==> config.mk <==
export PLATFORM = sky130hd
export DESIGN_NAME = dds_tune_ctrl
export DESIGN_NICKNAME = d
export VERILOG_FILES = /design/src/rtl/dds_pkg.sv /design/src/rtl/dds_dwell_cnt.sv /design/src/rtl/dds_tune_ctrl.sv
export SDC_FILE = /design/constraint.sdc
export NUM_CORES = 1
export LEC_CHECK = 0
export BUFFER_PORTS_ARGS = -buffer_cell sky130_fd_sc_hd__buf_2
export CAP_MARGIN = 20
export CORE_ASPECT_RATIO = 0.75
export CORE_MARGIN = 3
export CORE_UTILIZATION = 35
export DETAILED_ROUTE_END_ITERATION = 10
export HOLD_SLACK_MARGIN = 0.05
export PLACE_DENSITY = 0.57
export SLEW_MARGIN = 30
export SYNTH_ARGS = -nofsm -noshare
export SYNTH_HDL_FRONTEND = slang
export SYNTH_SLANG_ARGS = --single-unit
export TNS_END_PERCENT = 10
==> constraint.sdc <==
create_clock -name clk -period 3.8 [get_ports clk]
set_input_delay 0.76 -clock clk [delete_from_list [all_inputs] [get_ports clk]]
set_output_delay 0.76 -clock clk [all_outputs]
set_load 0.01 [all_outputs]
==> src/rtl/dds_pkg.sv <==
// Shared widths and FSM state encoding for the DDS tuning controller.
package dds_pkg;
    localparam int N_DEF  = 32;
    localparam int P_DEF  = 12;
    localparam int DW_DEF = 16;

    localparam logic [1:0] ST_IDLE     = 2'd0;
    localparam logic [1:0] ST_SW_APPLY = 2'd1;
    localparam logic [1:0] ST_SW_DWELL = 2'd2;
endpackage

==> src/rtl/dds_dwell_cnt.sv <==
// Dwell down-counter: load a count, decrement to zero, flag the last clock.
module dds_dwell_cnt
    import dds_pkg::*;
#(
    parameter int DW = DW_DEF
) (
    input  logic          clk,
    input  logic          rst_n,
    input  logic          load,
    input  logic [DW-1:0] load_val,
    output logic          expire
);
    logic [DW-1:0] cnt;

    always_ff @(posedge clk or negedge rst_n) begin
        if (!rst_n) begin
            cnt <= '0;
        end else if (load) begin
            cnt <= load_val;
        end else if (cnt != '0) begin
            cnt <= cnt - DW'(1);
        end
    end

    // A load of zero never expires; the caller handles single-clock dwells itself.
    assign expire = (cnt == DW'(1));
endmodule

==> src/rtl/dds_tune_ctrl.sv <==
// DDS tuning controller: phase-continuous host retunes plus a stepped frequency sweep.
module dds_tune_ctrl
    import dds_pkg::*;
#(
    parameter int N  = N_DEF,
    parameter int P  = P_DEF,
    parameter int DW = DW_DEF
) (
    input  logic          clk,
    input  logic          rst_n,
    input  logic          wrap,
    input  logic          host_req,
    input  logic [N-1:0]  host_fword,
    input  logic [P-1:0]  host_pword,
    output logic          host_ack,
    input  logic          sweep_start,
    input  logic          sweep_abort,
    input  logic [N-1:0]  sweep_f0,
    input  logic [N-1:0]  sweep_step,
    input  logic [DW-1:0] sweep_count,
    input  logic [DW-1:0] sweep_dwell,
    output logic [N-1:0]  fword,
    output logic [P-1:0]  pword,
    output logic          busy,
    output logic          sweep_done
);
    logic [1:0]    state;
    logic          host_pend;
    logic [N-1:0]  pend_fword;
    logic [P-1:0]  pend_pword;
    logic [N-1:0]  acc;
    logic [N-1:0]  step_q;
    logic [DW-1:0] count_q;
    logic [DW-1:0] dwell_q;
    logic [DW-1:0] k;
    logic [DW-1:0] cnt_load_val;
    logic          upd;
    logic          host_apply;
    logic          sweep_apply;
    logic          dwell_end;
    logic          last_step;
    logic          cnt_expire;

    // A stopped DDS (fword=0) never wraps, so treat every cycle as an update point.
    assign upd         = wrap || (fword == '0);
    assign host_apply  = upd && host_pend;
    assign sweep_apply = upd && !host_pend && !sweep_abort && (state == ST_SW_APPLY);
    assign last_step   = (k == count_q - DW'(1));

    // The update cycle is the first dwell clock, so the counter covers the rest.
    assign cnt_load_val = (dwell_q == '0) ? '0 : dwell_q - DW'(1);
    assign dwell_end    = (sweep_apply && (dwell_q <= DW'(1))) ||
                          ((state == ST_SW_DWELL) && cnt_expire && !sweep_abort);
    assign busy         = (state != ST_IDLE) || host_pend;

    dds_dwell_cnt #(.DW(DW)) u_dwell_cnt (
        .clk      (clk),
        .rst_n    (rst_n),
        .load     (sweep_apply),
        .load_val (cnt_load_val),
        .expire   (cnt_expire)
    );

    always_ff @(posedge clk or negedge rst_n) begin
        if (!rst_n) begin
            host_pend  <= 1'b0;
            pend_fword <= '0;
            pend_pword <= '0;
        end else if (!host_pend && host_req) begin
            host_pend  <= 1'b1;
            pend_fword <= host_fword;
            pend_pword <= host_pword;
        end else if (host_apply) begin
            host_pend  <= 1'b0;
        end
    end

    always_ff @(posedge clk or negedge rst_n) begin
        if (!rst_n) begin
            fword    <= '0;
            pword    <= '0;
            host_ack <= 1'b0;
        end else begin
            host_ack <= host_apply;
            if (host_apply) begin
                fword <= pend_fword;
                pword <= pend_pword;
            end else if (sweep_apply) begin
                fword <= acc;
            end
        end
    end

    // acc always holds the frequency of the next step to apply (f0 + k*step).
    always_ff @(posedge clk or negedge rst_n) begin
        if (!rst_n) begin
            state      <= ST_IDLE;
            acc        <= '0;
            step_q     <= '0;
            count_q    <= '0;
            dwell_q    <= '0;
            k          <= '0;
            sweep_done <= 1'b0;
        end else begin
            sweep_done <= 1'b0;
            if (sweep_abort) begin
                state <= ST_IDLE;
            end else begin
                case (state)
                    ST_IDLE: begin
                        if (sweep_start) begin
                            if (sweep_count == '0) begin
                                sweep_done <= 1'b1;
                            end else begin
                                acc     <= sweep_f0;
                                step_q  <= sweep_step;
                                count_q <= sweep_count;
                                dwell_q <= sweep_dwell;
                                k       <= '0;
                                state   <= ST_SW_APPLY;
                            end
                        end
                    end
                    ST_SW_APPLY, ST_SW_DWELL: begin
                        if (dwell_end) begin
                            if (last_step) begin
                                sweep_done <= 1'b1;
                                state      <= ST_IDLE;
                            end else begin
                                k     <= k + DW'(1);
                                acc   <= acc + step_q;
                                state <= ST_SW_APPLY;
                            end
                        end else if (sweep_apply) begin
                            state <= ST_SW_DWELL;
                        end
                    end
                    default: state <= ST_IDLE;
                endcase
            end
        end
    end
endmodule

# Yosys cells after proc, flatten, opt, wreduce, memory -nomap -nowiden
# Cells that the tools add are included.
# Widths: inputs -> output; s select.
dict set report classes {
  n_addsub 5
  n_mul 0
  n_div 0
  magnitude_cmp 1
  eq_ne 11
  shift 0
  mux 30
  n_bitwise 2
  reduce_logical 27
}
# operator count
set op_table {}
lappend op_table {{$mux 32} 6}
lappend op_table {{$mux 16} 7}
lappend op_table {{$pmux 32 s2} 1}
lappend op_table {{$sub 16x1->16 const B} 3}
lappend op_table {{$add 32x32->32} 1}
lappend op_table {{$logic_not 16->1} 2}
lappend op_table {{$logic_not 32->1} 1}
lappend op_table {{$pmux 16 s2} 1}
lappend op_table {{$add 16x1->16 const B} 1}
lappend op_table {{$eq 16x1->1 const B} 1}
lappend op_table {{$eq 16x16->1} 1}
lappend op_table {{$le 16x1->1 const B} 1}
lappend op_table {{$reduce_bool 16->1} 1}
lappend op_table {{$mux 2} 5}
lappend op_table {{$reduce_bool 2->1} 5}
lappend op_table {{$logic_and 1x1->1} 8}
lappend op_table {{$mux 1} 8}
lappend op_table {{$ne 2x2->1 const B} 4}
lappend op_table {{$ne 3x3->1 const B} 2}
lappend op_table {{$reduce_and 6->1} 1}
lappend op_table {{$ne 4x4->1 const B} 1}
lappend op_table {{$pmux 2 s2} 1}
lappend op_table {{$reduce_and 4->1} 1}
lappend op_table {{$logic_or 1x1->1} 3}
lappend op_table {{other kinds (8)} 10}
dict set report totals {
  regBits 221
  latchBits 0
  ramBits 0
  mem_bits_ro 0
  in_bits 146
  word_cells 90
  n_memories 0
}

# Depth between registers and ports, before layout
# Gate-level depths: netlist (run 1).
dict set report logic_depth {
  ltp_word 10
  ltp_mapped 14
  ltp_nobuf 12
}

# Hierarchy
# Synthesis (run 1) repeated with hierarchy kept, for this count alone.
dict set report unflattened {
  cells_unflattened 1242
  hier_area_um2 12253.0
}
# module instances cells_per_inst area_per_inst_um2
set by_module_without_submodules {}
lappend by_module_without_submodules {dds_tune_ctrl 1 1122 11153.2}
lappend by_module_without_submodules {dds_dwell_cnt 1 120 1099.8}

# Worst setup path before layout (run 1)
# No wires, ideal clock.
dict set report synth_timing {
  path_kind {register -> register}
  start {register u_dwell_cnt.cnt[8]}
  end {register k[5]}
  t_arrival_ps 3217
  t_required_ps 3720
  setup_slack_ps 503
  stages_incl_launch_ff 11
  cell_sequence {dfrtp_1 > or4_4 > or3_1 > nand2b_4 > or4_4 > o31a_4 > a41o_4 > a21o_4 > buf_6 > or4_4 > o211ai_2}
}
dict set report synth_between {
  elab_chain_len 6
}
# element line
set synth_lines {}
lappend synth_lines {{start, declared} dds_dwell_cnt.sv:13} ;# logic [DW-1:0] cnt;
lappend synth_lines {{start signal, assigned} dds_dwell_cnt.sv:19} ;# cnt <= load_val;
lappend synth_lines {{start signal, assigned} dds_dwell_cnt.sv:21} ;# cnt <= cnt - DW'(1);
lappend synth_lines {{$eq 16x1->1} dds_dwell_cnt.sv:26} ;# assign expire = (cnt == DW'(1));
lappend synth_lines {{$logic_and 1x1->1 (2 in series)} dds_tune_ctrl.sv:53} ;# ((state == ST_SW_DWELL) && cnt_expire && !sweep_abort);
lappend synth_lines {{$logic_or 1x1->1} dds_tune_ctrl.sv:52} ;# assign dwell_end = (sweep_apply && (dwell_q <= DW'(1))) ||
lappend synth_lines {{$ne 2x2->1 (no line)} n/a}
lappend synth_lines {{$reduce_and 6->1 (no line)} n/a}
lappend synth_lines {{end signal, assigned} dds_tune_ctrl.sv:130} ;# k <= k + DW'(1);
lappend synth_lines {{end, declared} dds_tune_ctrl.sv:35} ;# logic [DW-1:0] k;
# Every way passes these cells.
# A chain may end at the register's enable or synchronous reset.

# Worst setup path after layout (run 1)
dict set report layout_timing {
  start {register u_dwell_cnt.cnt[8]}
  end {register k[13]}
}
# The elaborated chain is that of the path after synthesis.

==> summary.txt, run 1 <==
Status
  • Outcome: finished, final reports clean

STA
  • Clock Skew: slightly below 0.01 ns
  • FMAX: between 0.2 and 0.3 GHz
  • Slew Limit Fails: 0
  • Setup TNS: 0 ns
  • Minimum clock period: 3.47 ns
  • # setup viols final: 0
  • RSZ-0062 raised after global routing: false
  • Hold Fails Final Rpt: 0
  • Max_slew headroom: a little under half
  • Worst-Margin Slew: between 0.8 and 0.9 ns
  • Final cycle utilization of the critical path: just over 90%

Clock network
  • Worst-path clk slew: roughly 0.060 ns
  • Resized Gates After CTS: 0
  • TritonCTS clock tree: done
  • Clock Tree Root: clkbuf_16
  • H-tree depth: 1
  • Inserted Clock Buffers: 25
  • Post-CTS Hold Buffers: 0
  • Worst-Skew Late Latency: around 0.53 ns
  • Setup Fix Bufs, Post-CTS: 0
  • Clock Sinks: ~220
  • Clk buf depth: 3

Routing
  • Vias post-DR: slightly below 10000
  • DR DRC count: 0
  • Final ANT Viol Nets: 0
  • DRT Wirelength: between 30 and 40 mm
  • DR pass1 iterations: 5
  • First DRT Iteration DRCs: between 700 and 800
  • DR vias/cell: 5.22
  • WL/cell: roughly 18 um

Pwr
  • Pwr Density: around 770 nW/um^2
  • P_leak: approximately 6.3 nW
  • Max VDD drop: ~0.42 mV
  • Power Total: around 11 mW

Floorplanning
  • Initial Utilization: a little over a third
  • Die Span X: 219 um
  • Die Y: roughly 170 um
  • Core area: 32900 sq um
  • I/O pin total: roughly 190
  • Row cnt: 57
  • Die area: 36200 sq um

GRT
  • Antenna violations before repair: 2
  • Global-route wire length before repair: approximately 53 mm
  • Pin count of the biggest net entering global routing: 100
  • Total gr overflow: 0
  • GRT Util Overall: a little under a fifth
  • Vias in the first global route: around 9500

Placed design
  • Hpwl dp: about 25 mm
  • Port Buffers: 192
  • GP Congestion: approximately 0.9

Synthesis
  • Sequential-to-total area share from yosys stat: 46.5%
  • Top_reg_cell synth: dfrtp_1
  • Mapped Cells: 1194
  • Post-synth EDFFs: 0
  • Yosys warns: 0
  • Mapped Area: approximately 12000 sq um
  • Synth Register Bits: 221
  • Yosys cell types: 59
  • Asr flop ratio synth: 100%
  • Synth Area per Inst: ~10 sq um
  • Synthesized Nets: 1383

Cells and area
  • Fin util: approximately 43%
  • Nets@finish: around 1600
  • Area grow syn2layout: 19.5%
  • Share of cells above drive strength 1: 27.3%

Min path
  • Hold crit path type: in -> async

Critical path
  • Critical path class: reg -> reg
  • CP startpoint: u_dwell_cnt.cnt[8]$_DFFE_PN0P_
  • RR Startpoint: u_dwell_cnt.cnt[8]$_DFFE_PN0P_
  • R2r setup slk: around 0.33 ns
  • CP arrival: approximately 4 ns
  • Reg-to-Reg End: k[13]$_DFFE_PN0P_
  • Crit-path max FO: 24
  • Worst setup SP type: flop
  • Worst setup EP type: flop
  • Critical Path RT: about 4.3 ns
  • Reg2reg path depth: 9

Flow run
  • Max Cap Viol: 0
-- layout by cell type (no fill, tap or decap), types with 4 or more instances in the layout --
master / synthesis / final
mux2i_1: 25 / 25
o21bai_1: 6 / 6
clkinv_2: 0 / 7
or3_1: 4 / 4
buf_4: 0 / 21
nor3_1: 24 / 24
o21ai_0: 58 / 58
nand2_1: 181 / 179
nor4_1: 22 / 22
nor2_1: 88 / 88
nand3b_1: 5 / 5
o22ai_1: 17 / 17
o31ai_1: 9 / 9
a31oi_1: 43 / 43
xor2_1: 25 / 25
or4_1: 10 / 10
clkbuf_1: 47 / 6
nand4_1: 18 / 18
nand3_1: 19 / 19
o21a_1: 9 / 9
clkbuf_8: 0 / 4
o211ai_1: 6 / 6
a21o_1: 13 / 13
buf_2: 1 / 191
ha_1: 42 / 41
clkbuf_16: 0 / 25
dfrtp_1: 221 / 221
mux2_2: 110 / 110
nor2b_1: 8 / 7
and2_1: 6 / 6
o31a_1: 4 / 4
inv_1: 24 / 24
a21oi_1: 45 / 45
a2111oi_0: 6 / 6
xnor2_1: 49 / 49
-- critical path, stage by stage, from the launching register on --
cell and delay [ns]:
dfrtp_1 0.43, or4_4 0.56, or3_1 0.34, nand2b_4 0.15
or4_4 0.49, o31a_4 0.15, a41o_4 0.28, a21o_4 0.30
or4_1 0.53, a21oi_1 0.15
-- where the power goes --
group          switching, mW  internal (mW)
registers              0.747           3.17
logic                   2.49           2.08
clock network          0.988           1.42
total                   4.22           6.66
-- synthesized netlist by cell type, types with 4 or more instances --
cell type	count	area, sq um
xor2_1	25	219
nor2_1	88	330
mux2i_1	25	250
a31oi_1	43	269
o22ai_1	17	106
nand2_1	181	679
o21a_1	9	67.6
a21oi_1	45	225
and2_1	6	37.5
a2111oi_0	6	52.6
mux2_2	110	1240
a21o_1	13	97.6
dfrtp_1	221	5530
nor4_1	22	138
ha_1	42	526
inv_1	24	90.1
clkbuf_1	47	176
o31ai_1	9	67.6
nand3_1	19	95.1
nand3b_1	5	37.5
nor3_1	24	120
o211ai_1	6	45.0
or4_1	10	75.1
buf_1	7	26.3
o21bai_1	6	45.0
o31a_1	4	35.0
nand4_1	18	113
nor2b_1	8	50.1
xnor2_1	49	429
o21ai_0	58	290
or3_1	4	25.0
and3_1	4	25.0
-- per-layer routing --
metal	global-route usage, %	up-vias	routed length (um)
met4	5.01	2	896
met2	26.5	234	14100
met5	0	-	13
li1	-	4645	-
met3	4.10	47	2020
met1	27.2	4673	16400
-- per-stage QoR --
step                setup slack, ns  instances  hold slack (ns)  instance area, sq um
floorplan                     0.503       1194            0.435                 11900
global placement              0.389       1795            0.443                 13400
detailed placement            0.348       1795            0.448                 13400
CTS                           0.323       1839            0.300                 14200
global route                  0.167       1840            0.335                 14200
finish                        0.330       1840            0.257                 14200
-- worst max path at each step --
stage / endpoint / slack, ns / cells past startpoint
finish: k[13]$_DFFE_PN0P_ / 0.33 / 9
global route: acc[31]$_DFFE_PN0P_ / 0.17 / 13
CTS: k[15]$_DFFE_PN0P_ / 0.32 / 9
detailed placement: k[15]$_DFFE_PN0P_ / 0.35 / 9
global placement: k[13]$_DFFE_PN0P_ / 0.39 / 9
floorplan: k[5]$_DFFE_PN0P_ / 0.50 / 10
-- cell families after synthesis --
| kind of cell | after synthesis | share of synthesized area (%) |
|---|---|---|
| xor gates and xnor gates | 74 | 5.45 |
| and+or+nand+nor | 407 | 15.9 |
| AOI/OAI and AO/OA | 233 | 12.4 |
| DFF | 221 | 46.5 |
| muxes | 135 | 12.5 |
| buffers and inverters | 81 | 2.63 |
| adders and majority gates | 43 | 4.59 |
-- registers in the layout, summed over array words and instances (netlist names) --
name	flops
step_q	32
pend_fword	32
count_q	16
u_dwell_cnt.cnt	16
sweep_done	1
host_pend	1
host_ack	1
acc	32
dwell_q	16
pword	12
state	2
pend_pword	12
k	16
fword	32
-- final cells by class --
class | count | area (sq um)
fillers | 3286 | 18700
clock inverters | 9 | 95.1
flip-flops and latches | 221 | 5530
multi-input cells | 892 | 6060
well taps | 442 | 553
clock buffers | 35 | 703
repair buffers | 215 | 1170
diodes | 1 | 2.50
inverters | 25 | 93.8
Note: power is estimated with default switching activity, not from simulation.
==> inputs of run 2 (changes only) <==
--- a/config.mk
+++ b/config.mk
@@ -7,7 +7,7 @@
 export LEC_CHECK = 0
 export BUFFER_PORTS_ARGS = -buffer_cell sky130_fd_sc_hd__buf_2
 export CAP_MARGIN = 20
-export CORE_ASPECT_RATIO = 0.75
+export CORE_ASPECT_RATIO = 1.5
 export CORE_MARGIN = 3
 export CORE_UTILIZATION = 35
 export DETAILED_ROUTE_END_ITERATION = 10
==> constraint.sdc (replaced) <==
create_clock -name clk -period 3.8 [get_ports clk]
set_input_delay 0.76 -clock clk [delete_from_list [all_inputs] [get_ports clk]]
set_output_delay 0.76 -clock clk [all_outputs]
set_load 0.005 [all_outputs]
==> run 2 against run 1 <==
Count of clock-buffer cells in the layout is the same. Global-route usage shrank 0.21 points. Critical path depth is the same. Clock power grew 3%. Clock skew grew 0.0072 ns. Critical endpoint is now k[14]$_DFFE_PN0P_. Via count shrank 0.36%. Power grew 0.12%. Utilization shrank 0.50 points. Hold slack lost 0.080 ns.
==> summary.txt, run 2 (synthesized netlist as in run 1, its figures left out) <==
Placed design
  • Port Buffers: 192 (unchanged)
  • Worst slack, placed: 0.367 ns (was 0.348 ns)
  • GP Congestion: 0.845 (was 0.896)
  • Hpwl dp: 25.0 mm (was 24.6 mm)

Critical path
  • Critical Path RT: 4.25 ns (about the same)
  • Crit-path max FO: 16 (was 24)
  • Critical path class: reg -> reg (unchanged)
  • Worst setup SP type: flop (unchanged)
  • Reg-to-Reg End: k[14]$_DFFE_PN0P_ (was k[13]$_DFFE_PN0P_)
  • CP arrival: 3.91 ns (was 3.92 ns)
  • Most used cell, CP: or4_4 (unchanged)
  • CP bufs+invs: 0 (unchanged)
  • Family with the most delay on the worst path: simple AND/OR/NAND/NOR gates (unchanged)
  • CP max stage delay: 0.56 ns (about the same)
  • RR Startpoint: u_dwell_cnt.cnt[8]$_DFFE_PN0P_ (unchanged)
  • CP max-delay cell: or4_4 (unchanged)
  • Worst setup EP type: flop (unchanged)
  • R2r setup slk: 0.34 ns (was 0.33 ns)
  • Worst-path cell chain: or4_4, or3_1, nand2b_4, or4_4, o31a_4, a41o_4, a21o_4, or4_1, a21oi_1 (unchanged)
  • Reg2reg path depth: 9 (unchanged)

Clock network
  • Setup Fix Bufs, Post-CTS: 0 (unchanged)
  • Post-CTS Hold Buffers: 0 (unchanged)
  • Worst-Skew Late Latency: 0.55 ns (was 0.53 ns)
  • Inserted Clock Buffers: 25 (unchanged)
  • Clock Tree Root: clkbuf_16 (unchanged)
  • Resized Gates After CTS: 0 (unchanged)
  • H-tree depth: 1 (unchanged)
  • Worst-path clk slew: 0.06 ns (about the same)
  • Clock Sinks: 221 (unchanged)
  • Clk buf depth: 3 (unchanged)
  • TritonCTS clock tree: done (unchanged)

Min path
  • Hold crit path type: in -> async (unchanged)

Pwr
  • P_leak: 6.35 nW (was 6.34 nW)
  • Max VDD drop: 0.382 mV (was 0.424 mV)
  • Pwr Density: 764 nW/um^2 (was 766 nW/um^2)

GRT
  • Vias in the first global route: 9591 (was 9460)
  • Global-route wire length before repair: 51.6 mm (was 52.9 mm)
  • Antenna violations before repair: 4 (was 2)
  • GRT Util Overall: 18.0% (was 18.2%)
  • Total gr overflow: 0 (unchanged)
  • Pin count of the biggest net entering global routing: 77 (was 100)

STA
  • Final cycle utilization of the critical path: 91.1% (was 91.3%)
  • Setup TNS: 0 ns (unchanged)
  • # setup viols final: 0 (unchanged)
  • Slew Limit Fails: 0 (unchanged)
  • Final worst-path setup slack: 0.339 ns (was 0.330 ns)
  • RSZ-0062 raised after global routing: false (unchanged)
  • Clock Skew: 0.0171 ns (was 0.00988 ns)
  • Hold Fails Final Rpt: 0 (unchanged)
  • Minimum clock period: 3.46 ns (was 3.47 ns)
  • FMAX: 0.289 GHz (was 0.288 GHz)
  • Worst-Margin Slew: 0.786 ns (was 0.818 ns)
  • Max_slew headroom: 47.4% (was 45.5%)

Routing
  • DR vias/cell: 5.27 (was 5.22)
  • First DRT Iteration DRCs: 443 (was 740)
  • Final ANT Viol Nets: 0 (unchanged)
  • DR DRC count: 0 (unchanged)
  • WL/cell: 18.3 um (was 18.2 um)
  • DRT Wirelength: 33.3 mm (was 33.4 mm)
  • DR pass1 iterations: 5 (unchanged)
  • Vias post-DR: 9566 (was 9601)

Flow run
  • Max Cap Viol: 0 (unchanged)

Cells and area
  • Filler cell count in the final layout: 3298 (was 3286)
  • Fin util: 42.6% (was 43.1%)
  • Area grow syn2layout: 20.0% (was 19.5%)
  • Nets@finish: 1566 (was 1569)
  • Share of cells above drive strength 1: 27.3% (about the same)
  • Most frequent cells in the layout: dfrtp_1, buf_2, nand2_1, mux2_2, nor2_1 (unchanged)
  • Commonest non-fill, non-tap cell in the layout: dfrtp_1 (unchanged)

Floorplanning
  • Initial Utilization: 35.5% (was 36.1%)
  • Die Y: 232 um (was 166 um)
  • Die Span X: 156 um (was 219 um)
  • I/O pin total: 193 (unchanged)
  • Core area: 33400 sq um (was 32900 sq um)
  • Row cnt: 82 (was 57)
  • Die area: 36300 sq um (was 36200 sq um)

Status
  • Outcome: finished, final reports clean (unchanged)
[run 2: cell types whose count changed in the layout (fill, tap and decap cells not counted), sizes merged]
cell      change
inv           +1
buf           -3
diode         +2
clkinv        -5
clkinvlp      +3
[run 2: per-stage QoR]
stage | area (sq um) | hold slack [ns] | power [mW] | instances
after global placement | 13400 | 0.443 | 8.38 | 1770
after floorplan | 11900 | 0.435 | 7.06 | 1194
after global routing | 14300 | 0.220 | 11.7 | 1816
final | 14300 | 0.178 | 10.9 | 1816
after detailed placement | 13400 | 0.457 | 8.45 | 1770
after CTS | 14300 | 0.200 | 11.0 | 1813
[run 2: worst reg2reg max path, cell delays in order, from the launching register on]
cell,delay [ns]
dfrtp_1,0.42
or4_4,0.56
or3_1,0.36
nand2b_4,0.16
or4_4,0.49
o31a_4,0.15
a41o_4,0.28
a21o_4,0.29
or4_1,0.52
a21oi_1,0.15
[run 2: power breakdown]
part	internal (mW)	total [mW]	leakage, nW	switching, mW
Sequential	3.17	3.94	2.64	0.775
Clock	1.50	2.49	0.414	0.991
Combinational	2.08	4.47	3.30	2.39
Total	6.74	10.9	6.35	4.15
[run 2: worst max path at each step]
stage / startpoint / to / slack (ns) / depth (start not counted)
global placement: u_dwell_cnt.cnt[8]$_DFFE_PN0P_ / k[13]$_DFFE_PN0P_ / 0.40 / 9
finish: u_dwell_cnt.cnt[8]$_DFFE_PN0P_ / k[14]$_DFFE_PN0P_ / 0.34 / 9
global route: dwell_q[8]$_DFFE_PN0P_ / k[15]$_DFFE_PN0P_ / 0.18 / 8
detailed placement: u_dwell_cnt.cnt[8]$_DFFE_PN0P_ / k[14]$_DFFE_PN0P_ / 0.37 / 9
floorplan: u_dwell_cnt.cnt[8]$_DFFE_PN0P_ / k[5]$_DFFE_PN0P_ / 0.50 / 10
CTS: u_dwell_cnt.cnt[8]$_DFFE_PN0P_ / k[14]$_DFFE_PN0P_ / 0.34 / 9
[run 2: final cells by class]
cell class	count	area, sq um	share of cell area, %
Clock buffer	35	743	5.21
Sequential cell	221	5530	38.8
Tap cell	420	526	3.69
Inverter	25	93.8	0.658
Antenna cell	3	7.51	0.0526
Timing Repair Buffer	212	1180	8.30
Multi-Input combinational cell	892	6060	42.5
Clock inverter	8	113	0.790
[run 2: per-layer routing]
metal  up-vias  track usage [%]  share of wire, %  wire, um
met4         0             6.71               3.6      1200
met1      4624             20.6                38     12700
met3        58             2.20               4.2      1410
met5         -                0                 0         0
li1       4650                -                 -         -
met2       234             33.8                54     18000
==> inputs of run 3 (changes only) <==
--- a/config.mk
+++ b/config.mk
@@ -12,7 +12,7 @@
 export CORE_UTILIZATION = 35
 export DETAILED_ROUTE_END_ITERATION = 10
 export HOLD_SLACK_MARGIN = 0.05
-export PLACE_DENSITY = 0.57
+export PLACE_DENSITY = 0.59
 export SLEW_MARGIN = 30
 export SYNTH_ARGS = -nofsm -noshare
 export SYNTH_HDL_FRONTEND = slang
==> constraint.sdc (replaced) <==
create_clock -name clk -period 3.1 [get_ports clk]
set_input_delay 0.62 -clock clk [delete_from_list [all_inputs] [get_ports clk]]
set_output_delay 0.62 -clock clk [all_outputs]
set_load 0.005 [all_outputs]
==> run 3 against run 2 <==
Power rose by 22%. Critical endpoint unchanged. Utilization increased by 0.78 points. Clock skew fell by 0.0056 ns. Routed wire length fell by 2.9%. Combinational power rose by 31%. Non-clock buffer count rose by 44. Setup slack got worse by 0.44 ns. The run now ends with setup timing left. Critical path depth unchanged. Register-to-register slack got worse by 0.44 ns.
==> summary.txt, run 3 (synthesized netlist as in run 1, its figures left out) <==
Status
  • Outcome: complete, but fails checks (was finished, final reports clean)
  • Violated checks: setup timing

Pwr
  • Power Total: 13.3 mW (was 10.9 mW)
  • Max VDD drop: 0.371 mV (was 0.382 mV)
  • Pwr Density: 914 nW/um^2 (was 764 nW/um^2)
  • P_leak: 6.52 nW (was 6.35 nW)

GRT
  • Total gr overflow: 0 (unchanged)
  • Global-route wire length before repair: 51.6 mm (about the same)
  • Vias in the first global route: 9830 (was 9591)
  • GRT Util Overall: 17.5% (was 18.0%)
  • Pin count of the biggest net entering global routing: 85 (was 77)
  • Antenna violations before repair: 1 (was 4)

Floorplanning
  • Core area: 33400 sq um (unchanged)
  • Row cnt: 82 (unchanged)
  • Die Y: 232 um (unchanged)
  • Die area: 36300 sq um (unchanged)
  • Initial Utilization: 35.5% (unchanged)
  • I/O pin total: 193 (unchanged)
  • Die Span X: 156 um (unchanged)

Cells and area
  • Area grow syn2layout: 22.2% (was 20.0%)
  • Finished Layout Cells: 1854 (was 1816)
  • Commonest non-fill, non-tap cell in the layout: dfrtp_1 (unchanged)
  • Antenna diode instance count: 0 (was 3)
  • Fin util: 43.4% (was 42.6%)
  • Most frequent cells in the layout: dfrtp_1, buf_2, nand2_1, mux2_2, nor2_1 (unchanged)
  • Share of cells above drive strength 1: 30.1% (was 27.3%)
  • Design Area, Final: 14500 sq um (was 14300 sq um)
  • Nets@finish: 1609 (was 1566)

Routing
  • Max Used Layer: met4 (unchanged)
  • WL met3: 1.30 mm (was 1.41 mm)
  • Met2 WL: 16.0 mm (was 18.0 mm)
  • DR pass1 iterations: 4 (was 5)
  • First DRT Iteration DRCs: 528 (was 443)
  • Vias post-DR: 9552 (was 9566)
  • DRT Wirelength: 32.4 mm (was 33.3 mm)
  • DR vias/cell: 5.15 (was 5.27)
  • DR DRC count: 0 (unchanged)
  • Final ANT Viol Nets: 0 (unchanged)
  • Met1 WL: 14.2 mm (was 12.7 mm)
  • WL/cell: 17.5 um (was 18.3 um)

Flow run
  • Max Cap Viol: 0 (unchanged)

Critical path
  • Worst setup EP type: flop (unchanged)
  • Critical Path RT: 3.54 ns (was 4.25 ns)
  • Critical path class: reg -> reg (unchanged)
  • Worst setup SP type: flop (unchanged)
  • CP startpoint: u_dwell_cnt.cnt[8]$_DFFE_PN0P_ (unchanged)
  • Crit-path max FO: 7 (was 16)
  • RR Startpoint: u_dwell_cnt.cnt[8]$_DFFE_PN0P_ (unchanged)
  • CP arrival: 3.65 ns (was 3.91 ns)

STA
  • FMAX: 0.312 GHz (was 0.289 GHz)
  • Max_slew headroom: 42.5% (was 47.4%)
  • Final worst-path setup slack: -0.104 ns (was 0.339 ns)
  • Slew Limit Fails: 0 (unchanged)
  • Final cycle utilization of the critical path: 103% (was 91.1%)
  • RSZ-0062 raised after global routing: true (was false)
  • Final Hold Slack: 0.332 ns (was 0.178 ns)
  • Setup TNS: -0.454 ns (was 0 ns)
  • Minimum clock period: 3.20 ns (was 3.46 ns)
  • Clock Skew: 0.0115 ns (was 0.0171 ns)
  • # setup viols final: 9 (was 0)
  • Hold Fails Final Rpt: 0 (unchanged)
  • Worst-Margin Slew: 0.859 ns (was 0.786 ns)

Min path
  • Hold crit path type: in -> reg (was in -> async)
  • Hold path startpoint: sweep_step[30]

Placed design
  • GP Congestion: 0.859 (was 0.845)
  • Cell Area, Placed: 13600 sq um (was 13400 sq um)
  • Post-Place Cells: 1805 (was 1770)
  • Port Buffers: 192 (unchanged)
  • Worst slack, placed: -0.176 ns (was 0.367 ns)
  • Hpwl dp: 24.4 mm (was 25.0 mm)

Clock network
  • Inserted Clock Buffers: 23 (was 25)
  • H-tree depth: 1 (unchanged)
  • Clk buf depth: 3 (unchanged)
  • Worst-Skew Late Latency: 0.52 ns (was 0.55 ns)
  • Clock Sinks: 221 (unchanged)
  • Clock Tree Root: clkbuf_16 (unchanged)
  • Worst-path clk slew: 0.07 ns (was 0.06 ns)
  • TritonCTS clock tree: done (unchanged)
-- run 3: area by class of cell --
type                    instances  area (sq um)
clock buffers                  34           687
clock inverters                 5          31.3
fillers                      3282         18900
inverters                      25          93.8
multi-input cells             893          6140
flip-flops and latches        221          5530
well taps                     420           526
repair buffers                256          1520
-- run 3: repair_timing --
action / 4_1_cts / 5_1_grt
endpoints found under the setup margin: 38 / 47
hold buffers: 1 / 0
setup buffers: 5 / 3
pin swaps: 7 / 2
gates cloned: 1 / 0
hold endpoints to repair: 32 / 0
resized for setup: 2 / 18
-- run 3: power by group --
group,leakage (nW),switching (mW),internal (mW)
sequential,2.64,0.881,3.88
clock,0.355,1.14,1.53
combinational,3.53,3.04,2.81
total,6.52,5.05,8.22
-- run 3: final timing paths --
check,depth (start not counted),slack (ns),endpoint
setup / recovery,9,-0.10,k[14]$_DFFE_PN0P_
hold / removal,2,0.33,step_q[30]$_DFFE_PN0P_
setup reg to reg,9,-0.10,k[14]$_DFFE_PN0P_
hold reg to reg,2,0.46,pword[10]$_DFFE_PN0P_
max in group asynchronous,3,1.61,count_q[10]$_DFFE_PN0P_
min in group asynchronous,2,0.62,pend_fword[18]$_DFFE_PN0P_
-- run 3: metal layers --
layer  vias to the layer above  track usage [%]
met1                      4591             22.8
met5                         -                0
met3                        46             2.37
met4                         0             5.23
li1                       4730                -
met2                       185             30.4
-- run 3: worst max-delay path, cell delays in order (launching register included) --
cell and delay (ns):
dfrtp_1 0.37, or4_4 0.53, or3_4 0.34, nand2b_4 0.15, or4_4 0.42, o31a_4 0.14
a41o_4 0.28, a21o_4 0.24, or4_4 0.52, a21oi_2 0.14
